<file path="src/rtl/snake_mover.sv">
// Snake body mover: reads each segment from external storage, steps it one cell
// along its own direction, and writes it back with the direction of the segment ahead.
module snake_mover (
    input  logic       clk,
    input  logic       reset,
    input  logic       start,
    input  logic [1:0] head_dir,
    input  logic [7:0] length,
    input  logic [7:0] rd_pos,
    input  logic [7:0] rd_dir,
    output logic [7:0] addr,
    output logic [3:0] mode,
    output logic       load_out,
    output logic       wren,
    output logic [7:0] wr_pos,
    output logic [7:0] wr_dir,
    output logic       busy,
    output logic       done,
    output logic       collide
);

    localparam logic [2:0] IDLE    = 3'd0;
    localparam logic [2:0] RD_REQ  = 3'd1;
    localparam logic [2:0] RD_WAIT = 3'd2;
    localparam logic [2:0] WR      = 3'd3;
    localparam logic [2:0] FIN     = 3'd4;

    localparam logic [3:0] MODE_IDLE  = 4'b0000;
    localparam logic [3:0] MODE_READ  = 4'b0001;
    localparam logic [3:0] MODE_WRITE = 4'b0011;

    logic [2:0] state;
    logic [7:0] idx;
    logic [7:0] len_q;
    logic [1:0] hdir_q;
    logic [1:0] prev_dir;
    logic [7:0] head_pos;
    logic [7:0] stepped;
    logic       last_seg;
    logic       unused_dir_bits;

    // Each axis wraps independently on the 16x16 board.
    function automatic logic [7:0] step_cell(input logic [7:0] pos, input logic [1:0] dir);
        logic [3:0] x;
        logic [3:0] y;
        x = pos[3:0];
        y = pos[7:4];
        case (dir)
            2'b00:   x = x + 4'd1;
            2'b01:   x = x - 4'd1;
            2'b10:   y = y + 4'd1;
            default: y = y - 4'd1;
        endcase
        return {y, x};
    endfunction

    assign stepped         = step_cell(rd_pos, rd_dir[1:0]);
    assign last_seg        = (idx == (len_q - 8'd1));
    assign unused_dir_bits = ^rd_dir[7:2];

    always_ff @(posedge clk) begin
        if (!reset) begin
            state    <= IDLE;
            idx      <= 8'd0;
            len_q    <= 8'd0;
            hdir_q   <= 2'b00;
            prev_dir <= 2'b00;
            head_pos <= 8'd0;
            wr_pos   <= 8'd0;
            wr_dir   <= 8'd0;
            collide  <= 1'b0;
        end else begin
            case (state)
                IDLE: begin
                    if (start) begin
                        collide <= 1'b0;
                        idx     <= 8'd0;
                        if (length != 8'd0) begin
                            len_q  <= length;
                            hdir_q <= head_dir;
                            state  <= RD_REQ;
                        end else begin
                            state <= FIN;
                        end
                    end
                end
                RD_REQ: state <= RD_WAIT;
                RD_WAIT: begin
                    // Storage data is valid now; prev_dir still holds segment idx-1's old direction.
                    wr_pos   <= stepped;
                    wr_dir   <= {6'b0, (idx == 8'd0) ? hdir_q : prev_dir};
                    prev_dir <= rd_dir[1:0];
                    if (idx == 8'd0) begin
                        head_pos <= stepped;
                    end else if (stepped == head_pos) begin
                        collide <= 1'b1;
                    end
                    state <= WR;
                end
                WR: begin
                    if (last_seg) begin
                        state <= FIN;
                    end else begin
                        idx   <= idx + 8'd1;
                        state <= RD_REQ;
                    end
                end
                FIN:     state <= IDLE;
                default: state <= IDLE;
            endcase
        end
    end

    always_comb begin
        addr     = 8'd0;
        mode     = MODE_IDLE;
        load_out = 1'b0;
        wren     = 1'b0;
        case (state)
            RD_REQ: begin
                addr     = idx;
                mode     = MODE_READ;
                load_out = 1'b1;
            end
            WR: begin
                addr = idx;
                mode = MODE_WRITE;
                wren = 1'b1;
            end
            default: ;
        endcase
    end

    assign busy = (state == RD_REQ) || (state == RD_WAIT) || (state == WR);
    assign done = (state == FIN);

endmodule

</file>
<file path="config.mk">
export PLATFORM = sky130hd
export DESIGN_NAME = snake_mover
export DESIGN_NICKNAME = d
export VERILOG_FILES = /design/src/rtl/snake_mover.sv
export SDC_FILE = /design/constraint.sdc
export NUM_CORES = 1
export LEC_CHECK = 0
export BUFFER_PORTS_ARGS = -buffer_cell sky130_fd_sc_hd__buf_2
export CAP_MARGIN = 20
export CORE_ASPECT_RATIO = 1.75
export CORE_MARGIN = 3
export CORE_UTILIZATION = 50
export CTS_CLUSTER_SIZE = 16
export DETAILED_ROUTE_END_ITERATION = 12
export PLACE_DENSITY = 0.82
export SETUP_SLACK_MARGIN = 0.05
export SLEW_MARGIN = 30
export SYNTH_ARGS = -nofsm -noshare
export SYNTH_HDL_FRONTEND = slang
export SYNTH_SLANG_ARGS = --single-unit
</file>
<file path="constraint.sdc">
create_clock -name clk -period 4.2 [get_ports clk]
set_input_delay 0 -clock clk [delete_from_list [all_inputs] [get_ports clk]]
set_output_delay 0 -clock clk [all_outputs]
set_load 0.01 [all_outputs]
</file>
==> After elaboration in Yosys (flattened, before gate mapping) <==
Index checks and enable logic that the tools add are counted.
{ "classes": {"addsub": 6, "eq_ne": 12, "mux": 18, "reduce_logical": 14} }
{ "ops": {"columns": ["op", "n"], "rows": [
  ["8-bit 2-to-1 mux", 3],
  ["8-bit equality test", 2],
  ["4-bit one-hot mux with 2 select lines", 2],
  ["8-bit one-hot mux with 2 select lines", 1],
  ["3-bit one-hot mux with 4 select lines", 1],
  ["3-bit 2-to-1 mux", 3],
  ["4-bit by 1-bit adder with 4-bit output (second input constant)", 2],
  ["8-bit by 1-bit adder with 8-bit output (second input constant)", 1],
  ["8-bit logical NOT", 1],
  ["2-bit != test (second input constant)", 4],
  ["8-bit nonzero test", 1],
  ["4-bit by 1-bit subtractor with 4-bit output (second input constant)", 2],
  ["8-bit by 1-bit subtractor with 8-bit output (second input constant)", 1],
  ["3-bit by 2-bit equality test with 1-bit output (second input constant)", 2],
  ["3-bit AND reduction", 2],
  ["1-bit 2-to-1 mux", 5],
  ["2-bit one-hot mux with 2 select lines", 1],
  ["4-bit AND reduction", 1],
  ["2-bit nonzero test", 2],
  ["2-bit OR reduction", 2],
  ["3-bit by 1-bit equality test with 1-bit output (second input constant)", 1],
  ["3-bit equality test (second input constant)", 1],
  ["3-bit logical NOT", 1],
  ["2-bit by 1-bit equality test with 1-bit output (second input constant)", 1],
  ["6 further kinds", 7]
]} }
{ "totals": {"regBits": 42, "in_bits": 29, "out_inout_bits": 33, "word_cells": 59} }

==> Logic depth before layout (Yosys ltp) <==
Gate-level depths: netlist of run 1.
{ "depth": {"word_depth": 7, "depth_mapped": 10, "mapped_depth_nobuf": 9} }

==> Worst setup path before layout of run 1 <==
Ideal clock, no wire load.
{ "synth_timing": {"path_kind": "reg2reg", "from": "reg len_q[0]", "to": "reg idx[0]", "setup_ns": 0.120, "t_arrival_ns": 2.014, "slack_ns": 2.066, "path_stages_with_launch": 10, "path_buffers": 1, "period_less_slack_ns": 2.134, "cell_sequence": "dfxtp_1 inv_1 ha_1 o21ba_1 a221oi_1 a41oi_1 o41ai_4 buf_6 xnor2_1 nor2_1"} }
{ "synth_between": {"elab_chain_len": 4} }
{ "synth_lines": {"columns": ["element", "line_no", "source"], "rows": [
  ["from (decl)", "34", "logic [7:0] len_q;"],
  ["from (signal assigned)", "79", "len_q <= length;"],
  ["8-bit by 1-bit subtractor with 8-bit output", "58", "assign last_seg = (idx == (len_q - 8'd1));"],
  ["8-bit equality test", "58", null],
  ["2-bit != test (no line)", null, null],
  ["3-bit AND reduction (no line)", null, null],
  ["to (signal assigned)", "104", "idx <= idx + 8'd1;"],
  ["to (decl)", "33", "logic [7:0] idx;"]
]} }
Every way passes these cells.
A chain may end at the register's enable or synchronous reset.

==> Worst setup path after layout of run 1 <==
{ "layout_timing": {"from": "reg len_q[0]", "to": "reg idx[6]"} }
The elaborated chain is that of the path after synthesis.

==> impl_metrics.tcl, run 1 <==
set metrics [dict create \
    worst_hold_path_type "in2reg" \
    run_status "completed" \
    vdd.ir_drop.worst_v 0.000238 \
    crit_start "len_q[0]" \
    main_combinational_cell_family_by_area_after_synthesis "simple AND/OR/NAND/NOR gates" \
    worst-r2r-cell-count 8 \
    floorplan.rows 33 \
    grt_start_max_net_pins 32 \
    ys_seq_area_frac 0.345 \
    synth_xor_xnor_area_share 0.0970 \
    finalWirelength_mm 5.44 \
    crit_type "reg2reg" \
    finish.net_count 375 \
    antenna_violations_before_repair 0 \
    cp-start-kind "register" \
    critical_path.max_fanout 16 \
    rr_startpoint "len_q[0]" \
    mappedNetlistArea_um2 2440 \
    postSynthCellCount 290 \
    htree_num_levels 2 \
    worst-path-buf-inv 1 \
    yosysTopAreaCell "dfxtp_1" \
    netlist-cell-type-count 46 \
    drc_errors 0 \
    finalSetupTns_ps 0 \
    setup_viol 0 \
    fmax_mhz 387 \
    clk_transition_reported_paths_ps 80 \
    number_of_global_route_vias_before_repair 2100 \
    die_width_um 58.8 \
    grt_usage 0.199 \
    port_buffer_cells 47 \
    initial_utilization 0.518 \
    hpwlAfterDp_mm 4.15 \
    reg2reg_to "idx[6]" \
    reg2reg_setup_slack_ps 1620 \
    crit_required_ps 4430 \
    synth-adder-area-share 0.0390 \
    critical_path.endpoint "idx[6]" \
    register_bit_total_from_synthesis 42 \
    critical_path_cell_sequence "inv_1 > ha_1 > o21ba_1 > a221oi_1 > a41oi_1 > o41ai_4 > o21ai_0 > a21oi_1" \
    post-route-period-util 0.615 \
    via_count 2191 \
    routed_wire_length_per_instance_um 14.0 \
    cts_made_buffers 5 \
    worstSetupEndpointType "register" \
    synth-async-reset-ratio 0 \
    timing.critical_path.arrival_ps 2810 \
    synthDominantCellAreaShare 0.345 \
    cap_violations 0 \
    cts_tree "yes" \
    synthTopCellsByArea "dfxtp_1 (34%), xnor2_1 (6.5%), mux2i_1 (5.7%)" \
    fp.dieH_um 98.4 \
    grt_pass1_wl_mm 9.21 \
    num_io_pins 62 \
    via_per_inst 5.62 \
    slew_at_the_pin_closest_to_its_max_slew_limit_ps 922 \
    drive_above_1_share 0.201 \
    clockRootBuffer "clkbuf_8" \
    slew_headroom 0.385 \
    postSynth.topFlopCell "dfxtp_1" \
    finClkSkew_ps 7.49 \
    synth_area_per_cell_um2 8.41 \
    coreArea_um2 4710 \
    layout-area-overhead-vs-synth_pct 16.0 \
    worst_path_dominant_cell_family "compound AO/OA/AOI/OAI gates" \
    cp_slowest_cell "o41ai_4" \
    utilization 0.601 \
    final_period_minus_worst_setup_slack_ps 2580 \
    cts_buffer_depth 2 \
    hold_viol 0 \
    die_area_um2 5780 \
    ys_warn_count 0 \
    cellPowerDensity_nw_per_um2 334 \
    synth_compound_gate_area_share 0.154 \
    timing.critical_path.depth 8 \
    drt_iter0_drc 70 \
    grt.overflow.total 0 \
    detailedRoute.firstPassIterationCount 6 \
    detail-route-antenna-nets 0 \
    yosys.area_share.simple 0.241 \
    gpl.final_weighted_congestion 0.892 \
    final-max-slew-violation-count 0 \
    rsz0062_at_grt "false" \
    cts_setup_buffers 0 \
    static_leakage_nw 1.18 \
    clk-insertion-delay-late_ps 290 \
    edff_count_synth 0 \
    crit_path_max_cell_delay_ps 820 \
    muxShareOfSynthArea 0.0575 \
    antenna_cells 0 \
    tritoncts_sink_count 42 \
]
cells in the final DEF, fill, tap and decap left out, types with 4 or more instances in the layout:
| cell | count |
|---|---|
| dlygate4sd3_1 | 10 |
| nor4_1 | 4 |
| mux2i_1 | 14 |
| nor3_1 | 7 |
| nand2b_1 | 6 |
| nand4_1 | 5 |
| nand2_1 | 18 |
| buf_2 | 47 |
| xnor2_1 | 18 |
| clkbuf_8 | 6 |
| a211oi_1 | 15 |
| dfxtp_1 | 42 |
| ha_1 | 6 |
| a21oi_1 | 17 |
| or3_2 | 6 |
| xor2_1 | 9 |
| and2_1 | 12 |
| o21ai_0 | 8 |
| nor2_1 | 36 |
| inv_1 | 9 |
| conb_1 | 8 |
worst reg2reg max path, cell delays in order (launching register included):
cell	delay [ps]
dfxtp_1	380
inv_1	80
ha_1	270
o21ba_1	190
a221oi_1	280
a41oi_1	140
o41ai_4	820
o21ai_0	220
a21oi_1	150
through the flow:
stage          worst slack [ps]  std cells  hold slack (ps)  power (mW)  instance area, um^2
2_1_floorplan              2070        297              136       0.637                 2460
3_3_place_gp               1720        374              241       0.684                 2640
3_5_place_dp               1650        374              244       0.693                 2650
4_1_cts                    1640        390            0.460       0.956                 2830
5_1_grt                    1380        390             28.0        1.00                 2830
6_report                   1620        390             10.9       0.946                 2830
synthesized netlist by cell type, types with 4 or more instances:
cell	instances
dfxtp_1	42
nor2_1	37
a21oi_1	18
nand2_1	18
xnor2_1	18
a211oi_1	15
mux2i_1	14
and2_1	12
clkbuf_1	9
inv_1	9
xor2_1	9
buf_4	8
o21ai_0	8
nor3_1	7
ha_1	6
nand2b_1	6
or3_2	6
nand4_1	5
buf_2	4
nor4_1	4
per-layer routing:
layer | up-vias | part of all wire | track usage | wire, um
li1 | 1091 | - | - | -
met1 | 1021 | 0.37 | 0.217 | 2040
met2 | 62 | 0.56 | 0.365 | 3020
met3 | 17 | 0.048 | 0.0357 | 259
met4 | 0 | 0.022 | 0.0716 | 122
met5 | - | 0 | 0 | 0
state kept, by name, summed over array words and instances, names as in the netlist:
name      cells
prev_dir      2
len_q         8
idx           8
state         3
hdir_q        2
head_pos      8
wr_dir        2
wr_pos        8
collide       1
worst min-delay path by stage:
stage                           start           to  slack (ps)  depth (start not counted)
after global routing        rd_dir[0]  prev_dir[0]          30                          3
after CTS                       reset       idx[1]         0.5                          3
after floorplan             length[2]     len_q[2]         140                          2
after global placement    head_dir[0]    hdir_q[0]         240                          3
after detailed placement  head_dir[0]    hdir_q[0]         240                          3
final                           reset       idx[1]          10                          3
where the power goes:
group | switching, mW | total (mW) | leakage [nW] | internal, mW
sequential | 0.0251 | 0.453 | 0.342 | 0.428
combinational | 0.134 | 0.237 | 0.798 | 0.104
clock | 0.129 | 0.256 | 0.0431 | 0.127
total | 0.287 | 0.946 | 1.18 | 0.658
layout make-up:
cell class / instances / area [um^2]
timing repair buffer: 57 / 335
tap: 52 / 65.1
sequential: 42 / 841
clock buffer: 6 / 82.6
inverter: 9 / 33.8
fill: 416 / 1880
multi-input combinational: 224 / 1470
logic make-up (layout without fill, tap and decap cells):
| family | after synthesis | after routing |
|---|---|---|
| simple gates | 114 | 114 |
| xor+xnor | 27 | 27 |
| flops | 42 | 42 |
| compound gates | 54 | 54 |
| other cells | 1 | 8 |
| buf+inv | 31 | 72 |
| fa+ha+maj | 7 | 7 |
| mux | 14 | 14 |
timing repair:
item                                    CTS  global route
endpoints found under the setup margin    0             0
hold buffers                             10             0
gates resized for setup                   0             0
hold endpoints to repair                 10             0
No activity file was read; power rests on OpenSTA's default activity.
==> run 2, diff against run 1 <==
ABC_AREA = 1   (was not set)
CORE_UTILIZATION = 49   (was 50)
PLACE_DENSITY = 0.83   (was 0.82)
clock period = 2.12 ns   (was 4.2 ns; I/O delays follow)
==> run 2 against run 1 <==
Effect of this change:
- global-route usage is 1.9 points higher
- synthesized cell count is 40% higher
- clock skew is 1.7 ps lower
- fmax is 35% higher
- sequential cell count stayed put
==> impl_metrics.tcl, run 2 <==
set metrics [dict create \
    drive_above_1_share 0.168 \
    finalWirelength_mm 6.42 \
    final.fill_count 496 \
    final-max-slew-violation-count 0 \
    coreArea_um2 5100 \
    grt_pass1_wl_mm 10.6 \
    cts_made_buffers 5 \
    port_buffer_cells 47 \
    hpwlAfterDp_mm 4.95 \
    worst_hold_path_type "in2reg" \
    antenna_violations_before_repair 0 \
    finish.net_count 499 \
    via_per_inst 5.26 \
    register_bit_total_from_synthesis 42 \
    crit_type "reg2reg" \
    grt.overflow.total 0 \
    drc_errors 0 \
    synthDominantCellAreaShare 0.316 \
    cts_tree "yes" \
    vdd.ir_drop.worst_v 0.000481 \
    clk_transition_reported_paths_ps 80 \
    antenna_cells 0 \
    routed_wire_length_per_instance_um 12.4 \
    cp-start-kind "register" \
    synth-async-reset-ratio 0 \
    cts_buffer_depth 2 \
    postSynth.topFlopCell "dfxtp_1" \
    crit_required_ps 2300 \
    hold_viol 0 \
    tritoncts_sink_count 42 \
    floorplan.rows 34 \
    critical_path.max_fanout 11 \
    clk-insertion-delay-late_ps 290 \
    layout-area-overhead-vs-synth_pct 17.3 \
    finClkSkew_ps 5.79 \
    rsz0062_at_grt "false" \
    final_period_minus_worst_setup_slack_ps 1910 \
    run_status "completed" \
    yosysTopAreaCell "dfxtp_1" \
    fp.dieH_um 103 \
    clockRootBuffer "clkbuf_8" \
    grt_start_max_net_pins 31 \
    fmax_mhz 524 \
    post-route-period-util 0.900 \
    ys_warn_count 0 \
    cap_violations 0 \
    detailedRoute.firstPassIterationCount 4 \
    via_count 2723 \
    number_of_global_route_vias_before_repair 2575 \
    synth_common_cells "nand2_1 (79), inv_1 (54), nor2_1 (52)" \
    grt_usage 0.218 \
    mappedNetlistArea_um2 2660 \
    initial_utilization 0.521 \
    netlist-cell-type-count 37 \
    postSynthCellCount 406 \
    ys_seq_area_frac 0.316 \
    htree_num_levels 2 \
    synthTopCellsByArea "dfxtp_1 (32%), nand2_1 (11%), inv_1 (7.6%)" \
    setup_viol 0 \
    num_io_pins 62 \
    cts_setup_buffers 0 \
    die_area_um2 6380 \
    reg2reg_setup_slack_ps 210 \
    power.total_mw 2.26 \
    worstSetupEndpointType "register" \
    drt_iter0_drc 71 \
    detail-route-antenna-nets 0 \
    die_width_um 61.7 \
    final_common_cell "nand2_1" \
    timing.critical_path.arrival_ps 2090 \
    finalSetupTns_ps 0 \
    edff_count_synth 0 \
    gpl.final_weighted_congestion 0.844 \
    yosysMostFrequentCell "nand2_1" \
    static_leakage_nw 1.54 \
    cellPowerDensity_nw_per_um2 726 \
    leading_cell_types_in_the_layout_fill_and_taps_excluded "nand2_1 (78), inv_1 (54), nor2_1 (52)" \
    synth_area_per_cell_um2 6.55 \
]
run 2: cell types whose count changed in the layout (fill, tap and decap cells not counted), moves of 16 or more:
cell	previous run	this run
nor2_1	36	52
inv_1	9	54
nand3_1	3	35
o21ai_0	8	26
nand2_1	18	78
run 2: final timing paths:
check / start / to / cells after the start
worst min-delay path: length[0] / len_q[0] / 3
worst max register to register: len_q[0] / idx[5] / 12
worst max-delay path: len_q[0] / idx[5] / 12
worst min register to register: collide / collide / 2
run 2: routing by layer:
layer / vias up / track usage / wire (um)
met3: 19 / 0.0298 / 264
met1: 1232 / 0.232 / 2450
li1: 1389 / - / -
met5: - / 0 / 0
met2: 83 / 0.394 / 3460
met4: 0 / 0.119 / 235
run 2: report_power, final:
group          total [mW]  switching (mW)  internal [mW]  leakage [nW]
clock               0.531           0.268          0.263        0.0482
combinational       0.781           0.480          0.300          1.15
sequential          0.952          0.0615          0.891         0.344
total                2.26           0.810           1.45          1.54
run 2: critical path, stage by stage (launching register included):
cell and delay (ps):
dfxtp_1 330, inv_2 70, ha_1 180, nand3_1 120
nor2_1 140, xor2_1 160, nand2_1 100, nor3_4 150
nand2_1 130, nand2_4 150, nand2_2 110, nand2_1 90
a21oi_1 60
run 2: timing repair:
item | in CTS | in global routing
endpoints found under the hold margin | 8 | 0
resized for setup | 0 | 4
hold buffers | 8 | 0
setup endpoints to repair | 0 | 8
run 2: logic make-up after synthesis:
logic type | after synthesis | synth area share
adder cells (fa/ha/maj) | 7 | 0.0358
other | 1 | 0.00141
AND/OR/NAND/NOR | 187 | 0.309
buffers and inverters | 80 | 0.131
AO/OA/AOI/OAI | 68 | 0.137
flip-flops | 42 | 0.316
XOR/XNOR | 21 | 0.0692
run 2: metrics by stage:
stage	area (um^2)	util	hold slack [ps]	worst slack [ps]	cells
CTS	3100	0.608	6.29	87.6	518
floorplan	2680	-	135	362	413
detailed placement	2930	0.574	243	114	502
global placement	2930	0.574	240	159	502
finish	3120	0.611	7.44	213	518
global route	3120	0.611	8.17	52.7	518
run 2: layout make-up:
type / count / area (um^2) / share of cell area
multi-input cells: 291 / 1510 / 0.484
flip-flops and latches: 42 / 841 / 0.270
repair buffers: 65 / 390 / 0.125
inverters: 58 / 218 / 0.0699
clock buffers: 7 / 86.3 / 0.0277
well taps: 54 / 67.6 / 0.0217
clock inverters: 1 / 5.00 / 0.00161
